`config.mk`:
```
export PLATFORM = sky130hd
export DESIGN_NAME = alu_arbiter
export DESIGN_NICKNAME = d
export VERILOG_FILES = /design/src/rtl/alu_arbiter.sv
export SDC_FILE = /design/constraint.sdc
export NUM_CORES = 1
export LEC_CHECK = 0
export CAP_MARGIN = 15
export CORE_MARGIN = 2
export CORE_UTILIZATION = 36
export CTS_CLUSTER_DIAMETER = 200
export DETAILED_ROUTE_END_ITERATION = 6
export PLACE_DENSITY = 0.85
export SLEW_MARGIN = 20
export SYNTH_ARGS = -nofsm -noshare
export SYNTH_HDL_FRONTEND = slang
export SYNTH_SLANG_ARGS = --single-unit
export TNS_END_PERCENT = 1
```
`constraint.sdc`:
```
create_clock -name clk -period 1.8 [get_ports clk]
set_clock_uncertainty 0.15 [all_clocks]
set_input_delay 0.36 -clock clk [delete_from_list [all_inputs] [get_ports clk]]
set_output_delay 0.36 -clock clk [all_outputs]
set_load 0.1 [all_outputs]
```
`src/rtl/alu_arbiter.sv`:
```
// -----------------------------------------------------------------------------
// alu_arbiter
//
// Shares one combinational ALU between two requesters (port 0: microcode
// sequencer, port 1: auxiliary unit). One operation is accepted per cycle
// through a valid/ready handshake into a registered issue stage that drives
// the ALU directly; the ALU result and flags are captured into a registered
// response stage that is returned to the owning port.
//
// Optional feature macro: ALU_ARB_ROUND_ROBIN_EN
//   defined   -> round-robin between ports on contention
//   undefined -> fixed priority, port 0 always wins
//
// Ports:
//   clk, reset_n                 core clock, asynchronous active-low reset
//   flush                        discard all in-flight operations
//   req_valid[1:0] / req_ready   per-port request handshake
//   req_a*/req_b*/req_op*        per-port operands and ALU op code
//   req_is_8_bit[1:0]            per-port byte-operation select
//   req_flags*                   per-port flags_in
//   alu_a/alu_b/alu_op/
//   alu_is_8_bit/alu_flags_in    to the shared ALU (zero when issue idle)
//   alu_out/alu_flags_out        from the shared ALU
//   rsp_valid[1:0] / rsp_ready   per-port response handshake
//   rsp_data/rsp_flags           registered result and flags
// -----------------------------------------------------------------------------
`ifndef MC_ALUOp_t_BITS
`define MC_ALUOp_t_BITS 5
`endif

module alu_arbiter #(
    parameter int OP_WIDTH = `MC_ALUOp_t_BITS
) (
    input  logic                clk,
    input  logic                reset_n,
    input  logic                flush,
    input  logic [1:0]          req_valid,
    output logic [1:0]          req_ready,
    input  logic [15:0]         req_a0,
    input  logic [15:0]         req_b0,
    input  logic [15:0]         req_a1,
    input  logic [15:0]         req_b1,
    input  logic [OP_WIDTH-1:0] req_op0,
    input  logic [OP_WIDTH-1:0] req_op1,
    input  logic [1:0]          req_is_8_bit,
    input  logic [15:0]         req_flags0,
    input  logic [15:0]         req_flags1,
    output logic [15:0]         alu_a,
    output logic [15:0]         alu_b,
    output logic [OP_WIDTH-1:0] alu_op,
    output logic                alu_is_8_bit,
    output logic [15:0]         alu_flags_in,
    input  logic [15:0]         alu_out,
    input  logic [15:0]         alu_flags_out,
    output logic [1:0]          rsp_valid,
    input  logic [1:0]          rsp_ready,
    output logic [15:0]         rsp_data,
    output logic [15:0]         rsp_flags
);

    // Issue stage
    logic                iss_valid_q, iss_valid_d;
    logic [15:0]         iss_a_q, iss_a_d;
    logic [15:0]         iss_b_q, iss_b_d;
    logic [OP_WIDTH-1:0] iss_op_q, iss_op_d;
    logic                iss_b8_q, iss_b8_d;
    logic [15:0]         iss_flags_q, iss_flags_d;
    logic                iss_owner_q, iss_owner_d;

    // Result stage
    logic                res_valid_q, res_valid_d;
    logic [15:0]         res_data_q, res_data_d;
    logic [15:0]         res_flags_q, res_flags_d;
    logic                res_owner_q, res_owner_d;

`ifdef ALU_ARB_ROUND_ROBIN_EN
    // Port served most recently; 1 after reset so port 0 wins first.
    logic                rr_last_q, rr_last_d;
`endif

    logic                drain_s;
    logic                res_adv_s;
    logic                iss_free_s;
    logic                grant_en_s;
    logic [1:0]          grant_s;

    // Pipeline flow control: drain, advance and issue-slot availability.
    always_comb begin
        drain_s = 1'b0;
        if (res_valid_q && !flush) begin
            drain_s = rsp_ready[res_owner_q];
        end else begin
            drain_s = 1'b0;
        end
        res_adv_s  = iss_valid_q & (~res_valid_q | drain_s);
        iss_free_s = ~iss_valid_q | res_adv_s;
        // Reset is folded in so no grant is presented while held in reset.
        grant_en_s = iss_free_s & ~flush & reset_n;
    end

    // Arbitration between the two request ports.
    always_comb begin
        grant_s = 2'b00;
`ifdef ALU_ARB_ROUND_ROBIN_EN
        case (req_valid)
            2'b01:   grant_s = 2'b01;
            2'b10:   grant_s = 2'b10;
            2'b11:   grant_s = rr_last_q ? 2'b01 : 2'b10;
            default: grant_s = 2'b00;
        endcase
`else
        case (req_valid)
            2'b01:   grant_s = 2'b01;
            2'b11:   grant_s = 2'b01;
            2'b10:   grant_s = 2'b10;
            default: grant_s = 2'b00;
        endcase
`endif
        if (grant_en_s) begin
            req_ready = grant_s;
        end else begin
            req_ready = 2'b00;
        end
    end

    // Issue stage next state: load on grant, empty on advance, clear on flush.
    always_comb begin
        iss_valid_d = iss_valid_q;
        iss_a_d     = iss_a_q;
        iss_b_d     = iss_b_q;
        iss_op_d    = iss_op_q;
        iss_b8_d    = iss_b8_q;
        iss_flags_d = iss_flags_q;
        iss_owner_d = iss_owner_q;
        if (flush || (res_adv_s && (req_ready == 2'b00))) begin
            // Payload is zeroed too so the ALU sees all-zero inputs when idle.
            iss_valid_d = 1'b0;
            iss_a_d     = 16'h0000;
            iss_b_d     = 16'h0000;
            iss_op_d    = {OP_WIDTH{1'b0}};
            iss_b8_d    = 1'b0;
            iss_flags_d = 16'h0000;
            iss_owner_d = 1'b0;
        end else if (req_ready != 2'b00) begin
            iss_valid_d = 1'b1;
            iss_owner_d = req_ready[1];
            iss_a_d     = req_ready[1] ? req_a1     : req_a0;
            iss_b_d     = req_ready[1] ? req_b1     : req_b0;
            iss_op_d    = req_ready[1] ? req_op1    : req_op0;
            iss_flags_d = req_ready[1] ? req_flags1 : req_flags0;
            iss_b8_d    = req_ready[1] ? req_is_8_bit[1] : req_is_8_bit[0];
        end else begin
            iss_valid_d = iss_valid_q;
        end
    end

    // Result stage next state: capture ALU output on advance, empty on drain.
    always_comb begin
        res_valid_d = res_valid_q;
        res_data_d  = res_data_q;
        res_flags_d = res_flags_q;
        res_owner_d = res_owner_q;
        if (flush) begin
            res_valid_d = 1'b0;
        end else if (res_adv_s) begin
            // Covers drain-and-reload in the same cycle without a bubble.
            res_valid_d = 1'b1;
            res_data_d  = alu_out;
            res_flags_d = alu_flags_out;
            res_owner_d = iss_owner_q;
        end else if (drain_s) begin
            res_valid_d = 1'b0;
        end else begin
            res_valid_d = res_valid_q;
        end
    end

`ifdef ALU_ARB_ROUND_ROBIN_EN
    // Round-robin pointer tracks the port of every grant.
    always_comb begin
        if (req_ready != 2'b00) begin
            rr_last_d = req_ready[1];
        end else begin
            rr_last_d = rr_last_q;
        end
    end
`endif

    // State registers with asynchronous active-low reset.
    always_ff @(posedge clk or negedge reset_n) begin
        if (!reset_n) begin
            iss_valid_q <= 1'b0;
            iss_a_q     <= 16'h0000;
            iss_b_q     <= 16'h0000;
            iss_op_q    <= {OP_WIDTH{1'b0}};
            iss_b8_q    <= 1'b0;
            iss_flags_q <= 16'h0000;
            iss_owner_q <= 1'b0;
            res_valid_q <= 1'b0;
            res_data_q  <= 16'h0000;
            res_flags_q <= 16'h0000;
            res_owner_q <= 1'b0;
`ifdef ALU_ARB_ROUND_ROBIN_EN
            rr_last_q   <= 1'b1;
`endif
        end else begin
            iss_valid_q <= iss_valid_d;
            iss_a_q     <= iss_a_d;
            iss_b_q     <= iss_b_d;
            iss_op_q    <= iss_op_d;
            iss_b8_q    <= iss_b8_d;
            iss_flags_q <= iss_flags_d;
            iss_owner_q <= iss_owner_d;
            res_valid_q <= res_valid_d;
            res_data_q  <= res_data_d;
            res_flags_q <= res_flags_d;
            res_owner_q <= res_owner_d;
`ifdef ALU_ARB_ROUND_ROBIN_EN
            rr_last_q   <= rr_last_d;
`endif
        end
    end

    // Outputs come straight from the stage registers.
    always_comb begin
        alu_a        = iss_a_q;
        alu_b        = iss_b_q;
        alu_op       = iss_op_q;
        alu_is_8_bit = iss_b8_q;
        alu_flags_in = iss_flags_q;
        rsp_data     = res_data_q;
        rsp_flags    = res_flags_q;
        if (res_valid_q) begin
            rsp_valid = res_owner_q ? 2'b10 : 2'b01;
        end else begin
            rsp_valid = 2'b00;
        end
    end

endmodule

```
==> results of run 1 <==
placed cells by master (no fill, tap or decap):
cell type and n:
clkinv_4 2, inv_6 2, clkdlybuf4s50_1 142, and2_1 1, nor4_1 1, o21ai_4 1, nand3_1 1, or2_2 1
buf_6 4, a31o_2 1, nand2_1 3, o211ai_4 1, mux2i_1 1, buf_4 17, bufinv_16 1, dlygate4sd3_1 1
dfrtp_1 90, a211oi_1 32, mux2_4 2, clkbuf_16 9, buf_12 98, nor2_1 1, mux2_2 32, dlygate4sd2_1 2
nor2b_2 1, and3b_2 1, o21a_4 1, nor4b_1 1, a211oi_2 21, nand2b_1 53, nor3_1 2, clkbuf_1 1
inv_2 2, buf_8 1, and3_4 1, a21oi_1 4, o22ai_1 106, and2b_2 1, clkinvlp_4 1
registers in the layout, indices dropped and copies added (netlist names):
register / flops
alu_a: 16
rsp_data: 16
alu_is_8_bit: 1
alu_flags_in: 16
rsp_flags: 16
alu_b: 16
res_valid_q: 1
iss_owner_q: 1
alu_op: 5
iss_valid_q: 1
res_owner_q: 1
cell families (layout without fill, tap and decap cells):
kind of cell,Yosys count,in the layout,share of synthesized area
AO/OA/AOI/OAI,167,167,0.254
buffers and inverters,45,283,0.0591
flip-flops,90,90,0.504
multiplexers,35,35,0.0888
AND/OR/NAND/NOR,68,68,0.0936
per-stage QoR:
| step | cells | util |
|---|---|---|
| 2_1_floorplan | 405 | - |
| 3_3_place_gp | 790 | 0.660 |
| 3_5_place_dp | 790 | 0.660 |
| 4_1_cts | 810 | 0.693 |
| 5_1_grt | 811 | 0.700 |
| 6_report | 811 | 0.700 |
power by group through the flow:
stage	clock [mW]	sequential (mW)	combinational [mW]
global route	2.07	2.59	4.07
finish	1.93	2.56	3.95
CTS	1.95	2.56	3.94
detailed placement	0	2.60	3.91
floorplan	0	4.17	0.581
global placement	0	2.56	3.84
metal layers:
layer / vias up / wire (µm)
li1: 2047 / -
met1: 2217 / 6350
met2: 216 / 8460
met3: 19 / 1280
met5: - / 0
met4: 0 / 211
cell type report:
cell class	count	area, µm²
clock buffer	10	229
inverter	2	7.51
clock inverter	6	72.6
tap	168	210
fill	794	3620
multi-input combinational	270	2080
timing repair buffer	265	3600
sequential	90	2250
worst register-to-register path: cells and delay by family, from the launching register on:
kind / cells / cell delay, ns
simple gates: 2 / 0.35
buf+inv: 3 / 0.50
mux: 2 / 0.53
flops: 1 / 0.40
worst paths after layout:
path / startpoint / end / slack [ns] / cells after the start
hold / removal: reset_n / alu_a[8]$_DFFE_PN0P_ / 0.04 / 3
setup reg to reg: res_owner_q$_DFFE_PN0P_ / rsp_flags[5]$_DFFE_PN0P_ / -0.23 / 7
hold reg to reg: iss_owner_q$_DFFE_PN0P_ / res_owner_q$_DFFE_PN0P_ / 0.36 / 1
max in group asynchronous: reset_n / rsp_data[9]$_DFFE_PN0P_ / 0.31 / 3
min in group clk: iss_owner_q$_DFFE_PN0P_ / res_owner_q$_DFFE_PN0P_ / 0.36 / 1
setup / recovery: res_owner_q$_DFFE_PN0P_ / req_ready[1] / -0.30 / 4
repair_timing:
item                                    CTS  global route
endpoints found under the setup margin   87            90
setup buffers                             3             1
resized for setup                        19            16
endpoints found under the hold margin    19             0
pin swaps                                57             0
hold buffers                              1             0
==> results by group, run 1 <==
STA
  – Finish-stage setup viols: 92
  – Period utilization: 1.17
  – RSZ-0062 raised after global routing: true
  – Fin. Hold Viols: 0
  – Slew HR: 0.430
  – Fmax: 0.475 GHz
  – Slew @ Worst Pin: 0.852 ns
  – Setup ws final: -0.304 ns
  – Tmin final: 2.10 ns
  – Setup_tns: -13.35 ns
  – Max-slew violations: 0
  – Hold slack: 0.0447 ns

Setup path
  – CP Cell Sequence: mux2_4 > o21a_4 > and3_4 > buf_12
  – Critical path's slowest cell: dfrtp_1
  – Critical path endpoint category: output port
  – Endpoint arrival time on the critical path: 1.59 ns
  – CP Max Fanout: 3
  – CP delay by family, top: flip-flops
  – Critical path class: reg2out
  – Setup crit start kind: flip-flop
  – CP required: 1.29 ns
  – CP bufs+invs: 1
  – Critical path's largest stage delay: 0.40 ns

Power and ir drop
  – Power Dens Cells: 999 mW/mm²
  – Tot Pwr: 8.44 mW
  – Clock share of power: 0.229
  – VDD IR-drop max: 403 µV
  – Comb power frac: 0.468
  – Leak: 3.36 nW
  – Seq pwr share: 0.303
  – Pint: 4.93 mW
  – NetSw: 3.51 mW
  – Sw Share: 0.415

Clocking
  – Clock slew at reported path FFs: 0.07 ns
  – Clock Tree Buf Depth: 2
  – CTS Root Cell: clkbuf_16
  – H-Tree Depth: 3
  – Clk sinks: 90
  – Clk Latency, worst-skew pair: 0.34 ns
  – CTS tree: yes
  – TritonCTS buffer count: 9

Logic synthesis
  – Most frequent cells after synthesis: o22ai_1 (106), dfrtp_1 (90), a211oi_1 (53), nand2b_1 (53), mux2_2 (33)
  – Sequential area share after synthesis: 0.504
  – Synthesized area per cell: 11.0 µm²
  – Distinct cells, synth: 31
  – Number of flops mapped to enable cells by yosys: 0
  – Flops & latches, synth: 90
  – Most frequent cell after synthesis: o22ai_1
  – Post-synthesis net count: 552
  – Dominant cell type by area after synthesis: dfrtp_1
  – Cell count after synthesis: 405
  – Synthesized area: 0.00447 mm²
  – Number of synthesis warnings: 0
  – Synth top area share: 0.504
  – Predominant post-synthesis flop cell: dfrtp_1
  – Largest cells by area after synthesis: dfrtp_1 (50%), o22ai_1 (15%), a211oi_1 (8.9%)
  – Asr flop ratio synth: 1.00

Finish
  – Nets: 785
  – Share of layout cells above drive strength 1: 0.313
  – Syn-to-layout area delta: 89.1%
  – Antenna cells: 0
  – Post-route cell area: 0.00845 mm²

Placement
  – DP HPWL: 11,900 µm
  – Dpl ws: -0.581 ns
  – Placed cell area: 0.00796 mm²
  – PortBufs: 236
  – Final RePlAce weighted congestion: 0.795

Floorplanning
  – Num ports: 237
  – Row count: 40
  – Die Span X: 115 µm
  – Core area: 0.0121 mm²
  – Die Ht: 115 µm
  – Initial Util: 0.370
  – Die area: 0.0133 mm²

Routing
  – First drt pass iteration count: 4
  – Drt total wl: 16,300 µm
  – Via density: 5.55
  – Vias: 4,499
  – WL/cell: 20.1 µm
  – Final ANT Viol Nets: 0
  – DR DRC count: 0
  – Initial DRC Count: 250

Run status
  – Failing checks: setup timing
  – Outcome: complete, but fails checks

Global route
  – GRT overflow: 0
  – Global-route wire length before repair: 25,200 µm
  – Initial antenna violation count: 0
  – GR Util met2: 0.440
  – Met3 Resource Use GR: 0.0722
  – Vias in the first global route: 4,970
  – GR Util met1: 0.272
  – Overall routing resource usage: 0.243
  – Gr busiest metal: met2
  – Pin count of the biggest net entering global routing: 60

Min path
  – Hold crit path type: in2async

Job
  – Max-cap violation count: 0
(Power assumes the default switching activity.)
==> inputs of run 2 (changes only) <==
- CORE_UTILIZATION: 36 -> 45
- DONT_BUFFER_PORTS: unset -> 1
- PLACE_DENSITY: 0.85 -> 0.7
==> run 2 against run 1 <==
The flow finishes with violations (hold timing, setup timing). Highest routed layer unchanged. Worst hold slack worse by 0.51 ns. Global-route usage down 0.63 points. Combinational power down 26%. Critical path depth unchanged. Sequential power down 7%. Largest power group unchanged.
==> results by group, run 2 (synthesis results as in run 1) <==
Run status
  – Outcome: complete, but fails checks
  – Failing checks: hold timing, setup timing

STA
  – Finish-stage setup viols: 90
  – Setup ws final: -0.355 ns
  – Period utilization: 1.20
  – Max-slew violations: 0
  – RSZ-0062 raised after global routing: true
  – Hold slack: -0.469 ns
  – Tmin final: 2.16 ns
  – Slew HR: 0.580
  – Fmax: 0.464 GHz
  – Fin. Hold Viols: 90
  – Slew @ Worst Pin: 0.630 ns

Routing
  – Drt total wl: 12,800 µm
  – Initial DRC Count: 249
  – Final ANT Viol Nets: 0
  – Via density: 5.93
  – Vias: 3,847
  – First drt pass iteration count: 6
  – WL/cell: 19.7 µm
  – DR DRC count: 0

Clocking
  – Clock Tree Buf Depth: 2
  – CTS Root Cell: clkbuf_8
  – Clock slew at reported path FFs: 0.10 ns
  – H-Tree Depth: 3
  – Clk Latency, worst-skew pair: 0.36 ns
  – CTS tree: yes
  – Hold buffers post-CTS: 33
  – Clk sinks: 90
  – TritonCTS buffer count: 9
  – Setup bufs post-CTS: 0

Setup path
  – Critical path's slowest cell: dfrtp_1
  – CP delay by family, top: flip-flops
  – CP bufs+invs: 1
  – Setup crit start kind: flip-flop
  – CP Cell Sequence: mux2_4 > o21a_2 > and3_4 > buf_12
  – CP required: 1.29 ns
  – CP Max Fanout: 3
  – Worst setup startpoint: res_owner_q$_DFFE_PN0P_
  – Critical path class: reg2out
  – Critical path's largest stage delay: 0.41 ns
  – Endpoint arrival time on the critical path: 1.65 ns
  – R2R Path Start: res_owner_q$_DFFE_PN0P_
  – Critical path endpoint category: output port

Floorplanning
  – Initial Util: 0.461
  – Die area: 0.0107 mm²
  – Num ports: 237
  – Row count: 36
  – Core area: 0.00968 mm²
  – Die Ht: 104 µm
  – Die Span X: 104 µm

Power and ir drop
  – Seq pwr share: 0.360
  – NetSw: 3.11 mW
  – VDD IR-drop max: 678 µV
  – Clock share of power: 0.194
  – Tot Pwr: 6.60 mW
  – Leak: 2.44 nW
  – Power Dens Cells: 1140 mW/mm²
  – Pint: 3.48 mW
  – Sw Share: 0.472
  – Comb power frac: 0.446

Placement
  – PortBufs: 0
  – DP HPWL: 7960 µm
  – Final RePlAce weighted congestion: 0.775
  – Placed Cells: 600

Global route
  – GRT overflow: 0
  – Vias in the first global route: 4,031
  – Initial antenna violation count: 0
  – Global-route wire length before repair: 20,600 µm
  – Overall routing resource usage: 0.237
  – Pin count of the biggest net entering global routing: 111

Job
  – Max-cap violation count: 0

Finish
  – Share of layout cells above drive strength 1: 0.318
  – Non-Filler Instances: 649
  – Antenna cells: 0
  – Commonest non-fill, non-tap cell in the layout: o22ai_1
  – Syn-to-layout area delta: 29.5%
  – Commonest non-fill, non-tap cells in the layout: o22ai_1 (106), buf_4 (96), dfrtp_1 (90)
  – Nets: 658

Min path
  – Hold crit path type: in2async
run 2: final timing paths:
kind                                                end  depth (start not counted)  slack [ns]
max in group asynchronous         alu_b[12]$_DFFE_PN0P_                          0        1.85
max                                        req_ready[1]                          4       -0.36
min in group clk           alu_flags_in[13]$_DFFE_PN0P_                          2        0.04
min                            rsp_data[10]$_DFFE_PN0P_                          0       -0.47
max reg2reg                        alu_a[6]$_DFFE_PN0P_                          5       -0.19
min reg2reg                    rsp_data[11]$_DFFE_PN0P_                          1        0.37
run 2: timing repair:
action | CTS | global route
endpoints found under the setup margin | 92 | 92
endpoints found under the hold margin | 124 | 90
resized for setup | 7 | 2
pin swaps | 4 | 0
run 2: final cells by class:
class | count | area, µm²
clock buffer | 10 | 128
clock inverter | 6 | 48.8
fill | 753 | 3900
inverter | 2 | 7.51
multi-input combinational | 270 | 1960
sequential | 90 | 2250
tap | 133 | 166
timing repair buffer | 138 | 1220
run 2: metrics by stage:
stage / utilization / TNS (ns) / cell area (µm²) / setup WS (ns)
global route: 0.597 / -16.48 / 5780 / -0.407
global placement: 0.541 / -2.47 / 5240 / -0.131
detailed placement: 0.541 / -6.92 / 5240 / -0.182
CTS: 0.596 / -7.46 / 5780 / -0.386
finish: 0.597 / -9.04 / 5780 / -0.355
floorplan: - / -1.06 / 4470 / -0.379
run 2: layer usage:
metal  track usage  part of all wire  routed length, µm
met5             0                 0                  0
met4         0.112             0.030                387
met3        0.0491             0.062                787
met2         0.426              0.52               6660
met1         0.268              0.39               4950
run 2: worst register-to-register path: cells and delay by family (launching register included):
kind                   cells  cell delay [ns]
buffers and inverters      1             0.52
DFF                        1             0.41
AOI/OAI and AO/OA          3             0.57
muxes                      1             0.25
run 2: power by group through the flow:
stage               sequential (mW)  combinational (mW)  clock (mW)
floorplan                      4.17               0.581           0
global placement               2.40                2.84           0
detailed placement             2.41                2.87           0
CTS                            2.37                2.94        1.32
global route                   2.40                3.03        1.41
finish                         2.37                2.94        1.28
==> inputs of run 3 (changes only) <==
- TNS_END_PERCENT: 1 -> unset
==> run 3 against run 2 <==
The flow still finishes with violations (hold timing, setup timing). Core utilization is 12 points higher. Worst hold slack got worse by 0.012 ns. Count of clock-buffer cells in the layout fell by 1. Critical path type unchanged. Register-to-register slack worse by 0.13 ns. Global-route usage up 3.9 points. Die area unchanged. Largest power group unchanged. Wire length up 27%. Sequential cell count stayed put. Highest routed layer unchanged.
==> results by group, run 3 (synthesis results as in run 1) <==
Routing
  – Vias: 4,265
  – DR DRC count: 0
  – Final ANT Viol Nets: 0
  – Via density: 6.23
  – Initial DRC Count: 265
  – First drt pass iteration count: 5
  – WL/cell: 23.6 µm
  – Drt total wl: 16,200 µm

Floorplanning
  – Num ports: 237
  – Die Ht: 104 µm
  – Core area: 0.00968 mm²
  – Initial Util: 0.461
  – Die Span X: 104 µm
  – Row count: 36
  – Die area: 0.0107 mm²

STA
  – Slew @ Worst Pin: 0.444 ns
  – Finish-stage setup viols: 89
  – Tmin final: 2.19 ns
  – Setup ws final: -0.386 ns
  – Hold slack: -0.481 ns
  – Slew HR: 0.704
  – Fmax: 0.458 GHz
  – Fin. Hold Viols: 90
  – RSZ-0062 raised after global routing: true
  – Max-slew violations: 0
  – Period utilization: 1.21

Placement
  – Placed Cells: 600
  – DP HPWL: 8110 µm
  – PortBufs: 0
  – Dpl ws: -0.166 ns
  – Final RePlAce weighted congestion: 0.799

Finish
  – Share of layout cells above drive strength 1: 0.486
  – Commonest non-fill, non-tap cells in the layout: buf_4 (101), dfrtp_1 (90), o22ai_1 (74)
  – Nets: 693
  – Non-Filler Instances: 685
  – Syn-to-layout area delta: 54.6%
  – Commonest non-fill, non-tap cell in the layout: buf_4
  – # fillers: 653

Clocking
  – Clk sinks: 90
  – Clock slew at reported path FFs: 0.10 ns
  – Clk Latency, worst-skew pair: 0.37 ns
  – CTS Root Cell: clkbuf_8
  – Hold buffers post-CTS: 33
  – TritonCTS buffer count: 9
  – CTS tree: yes
  – H-Tree Depth: 3
  – Clock Tree Buf Depth: 2

Power and ir drop
  – VDD IR-drop max: 841 µV
  – Tot Pwr: 7.15 mW
  – Clock share of power: 0.206
  – Comb power frac: 0.460
  – Pint: 3.83 mW
  – NetSw: 3.32 mW
  – Leak: 2.87 nW
  – Power Dens Cells: 1040 mW/mm²
  – Seq pwr share: 0.334
  – Sw Share: 0.464

Setup path
  – CP Cell Sequence: mux2_4 > o211ai_4 > clkinvlp_4 > buf_6
  – Critical path class: reg2out
  – Critical path's largest stage delay: 0.41 ns
  – Endpoint arrival time on the critical path: 1.68 ns
  – CP Max Fanout: 3
  – Critical path's slowest cell: dfrtp_1
  – Critical path endpoint category: output port
  – Setup crit start kind: flip-flop
  – CP required: 1.29 ns
  – Worst reg2reg setup slack: -0.32 ns

Global route
  – Vias in the first global route: 4,294
  – Global-route wire length before repair: 23,500 µm
  – Pin count of the biggest net entering global routing: 111
  – Overall routing resource usage: 0.276
  – Initial antenna violation count: 1
  – GRT overflow: 0

Run status
  – Failing checks: hold timing, setup timing
  – Outcome: complete, but fails checks

Job
  – Max-cap violation count: 0

Min path
  – Hold crit path type: in2async
## run 3: cell count changes in the layout (fill, tap and decap cells not counted), sizes merged
cell / previous run / this run
inv: 5 / 4
buf: 105 / 138
diode: 0 / 1
clkbuf: 10 / 11
clkinv: 0 / 1
bufinv: 0 / 1
## run 3: layer usage
metal / track usage / vias up / wire length (µm)
li1: - / 1860 / -
met1: 0.320 / 2125 / 6190
met2: 0.481 / 239 / 8460
met3: 0.0686 / 41 / 1060
met4: 0.125 / 0 / 471
met5: 0 / - / 0
## run 3: metrics by stage
step / TNS (ns) / hold slack (ns) / instance area [µm²] / util
4_1_cts: -17.21 / -0.494 / 6540 / 0.675
3_3_place_gp: -3.02 / -0.0838 / 5250 / 0.542
6_report: -18.32 / -0.481 / 6900 / 0.713
2_1_floorplan: -1.09 / -0.0856 / 4470 / -
5_1_grt: -23.56 / -0.506 / 6900 / 0.713
3_5_place_dp: -6.38 / -0.0844 / 5250 / 0.542
## run 3: critical path: cells and delay by family (launching register included)
family | cells | cell delay, ns
muxes | 1 | 0.34
DFF | 1 | 0.41
AOI/OAI and AO/OA | 1 | 0.23
buffers and inverters | 2 | 0.32
## run 3: what timing repair did
item	in CTS	in global routing
setup buffers	17	6
hold endpoints to repair	124	90
resized for setup	55	57
endpoints found under the setup margin	92	92
pin swaps	53	19
cloned	12	4
## run 3: worst paths after layout
check                                         endpoint                     start  cells after the start
setup / recovery                          req_ready[0]   res_owner_q$_DFFE_PN0P_                      4
hold / removal                   alu_op[2]$_DFFE_PN0P_                   reset_n                      0
setup reg to reg           alu_flags_in[8]$_DFFE_PN0P_   res_owner_q$_DFFE_PN0P_                      9
hold reg to reg               rsp_data[10]$_DFFE_PN0P_  rsp_data[10]$_DFFE_PN0P_                      1
max in group asynchronous  alu_flags_in[8]$_DFFE_PN0P_                   reset_n                      0
min in group clk               iss_owner_q$_DFFE_PN0P_              req_valid[1]                      2
## run 3: area by class of cell
cell class                 instances  area, µm²  share of cell area
antenna                            1       2.50            0.000363
clock buffer                       9        124              0.0179
clock inverter                     7       85.1              0.0123
inverter                           2       11.3             0.00163
multi-input combinational        270       2370               0.344
sequential                        90       2250               0.326
tap                              133        166              0.0241
timing repair buffer             173       1890               0.274
## run 3: power by group through the flow
stage	Combinational, mW	Clock (mW)	Sequential [mW]
2_1_floorplan	0.582	0	4.17
3_3_place_gp	2.85	0	2.40
3_5_place_dp	2.88	0	2.41
4_1_cts	3.15	1.49	2.37
5_1_grt	3.37	1.58	2.41
6_report	3.29	1.47	2.39
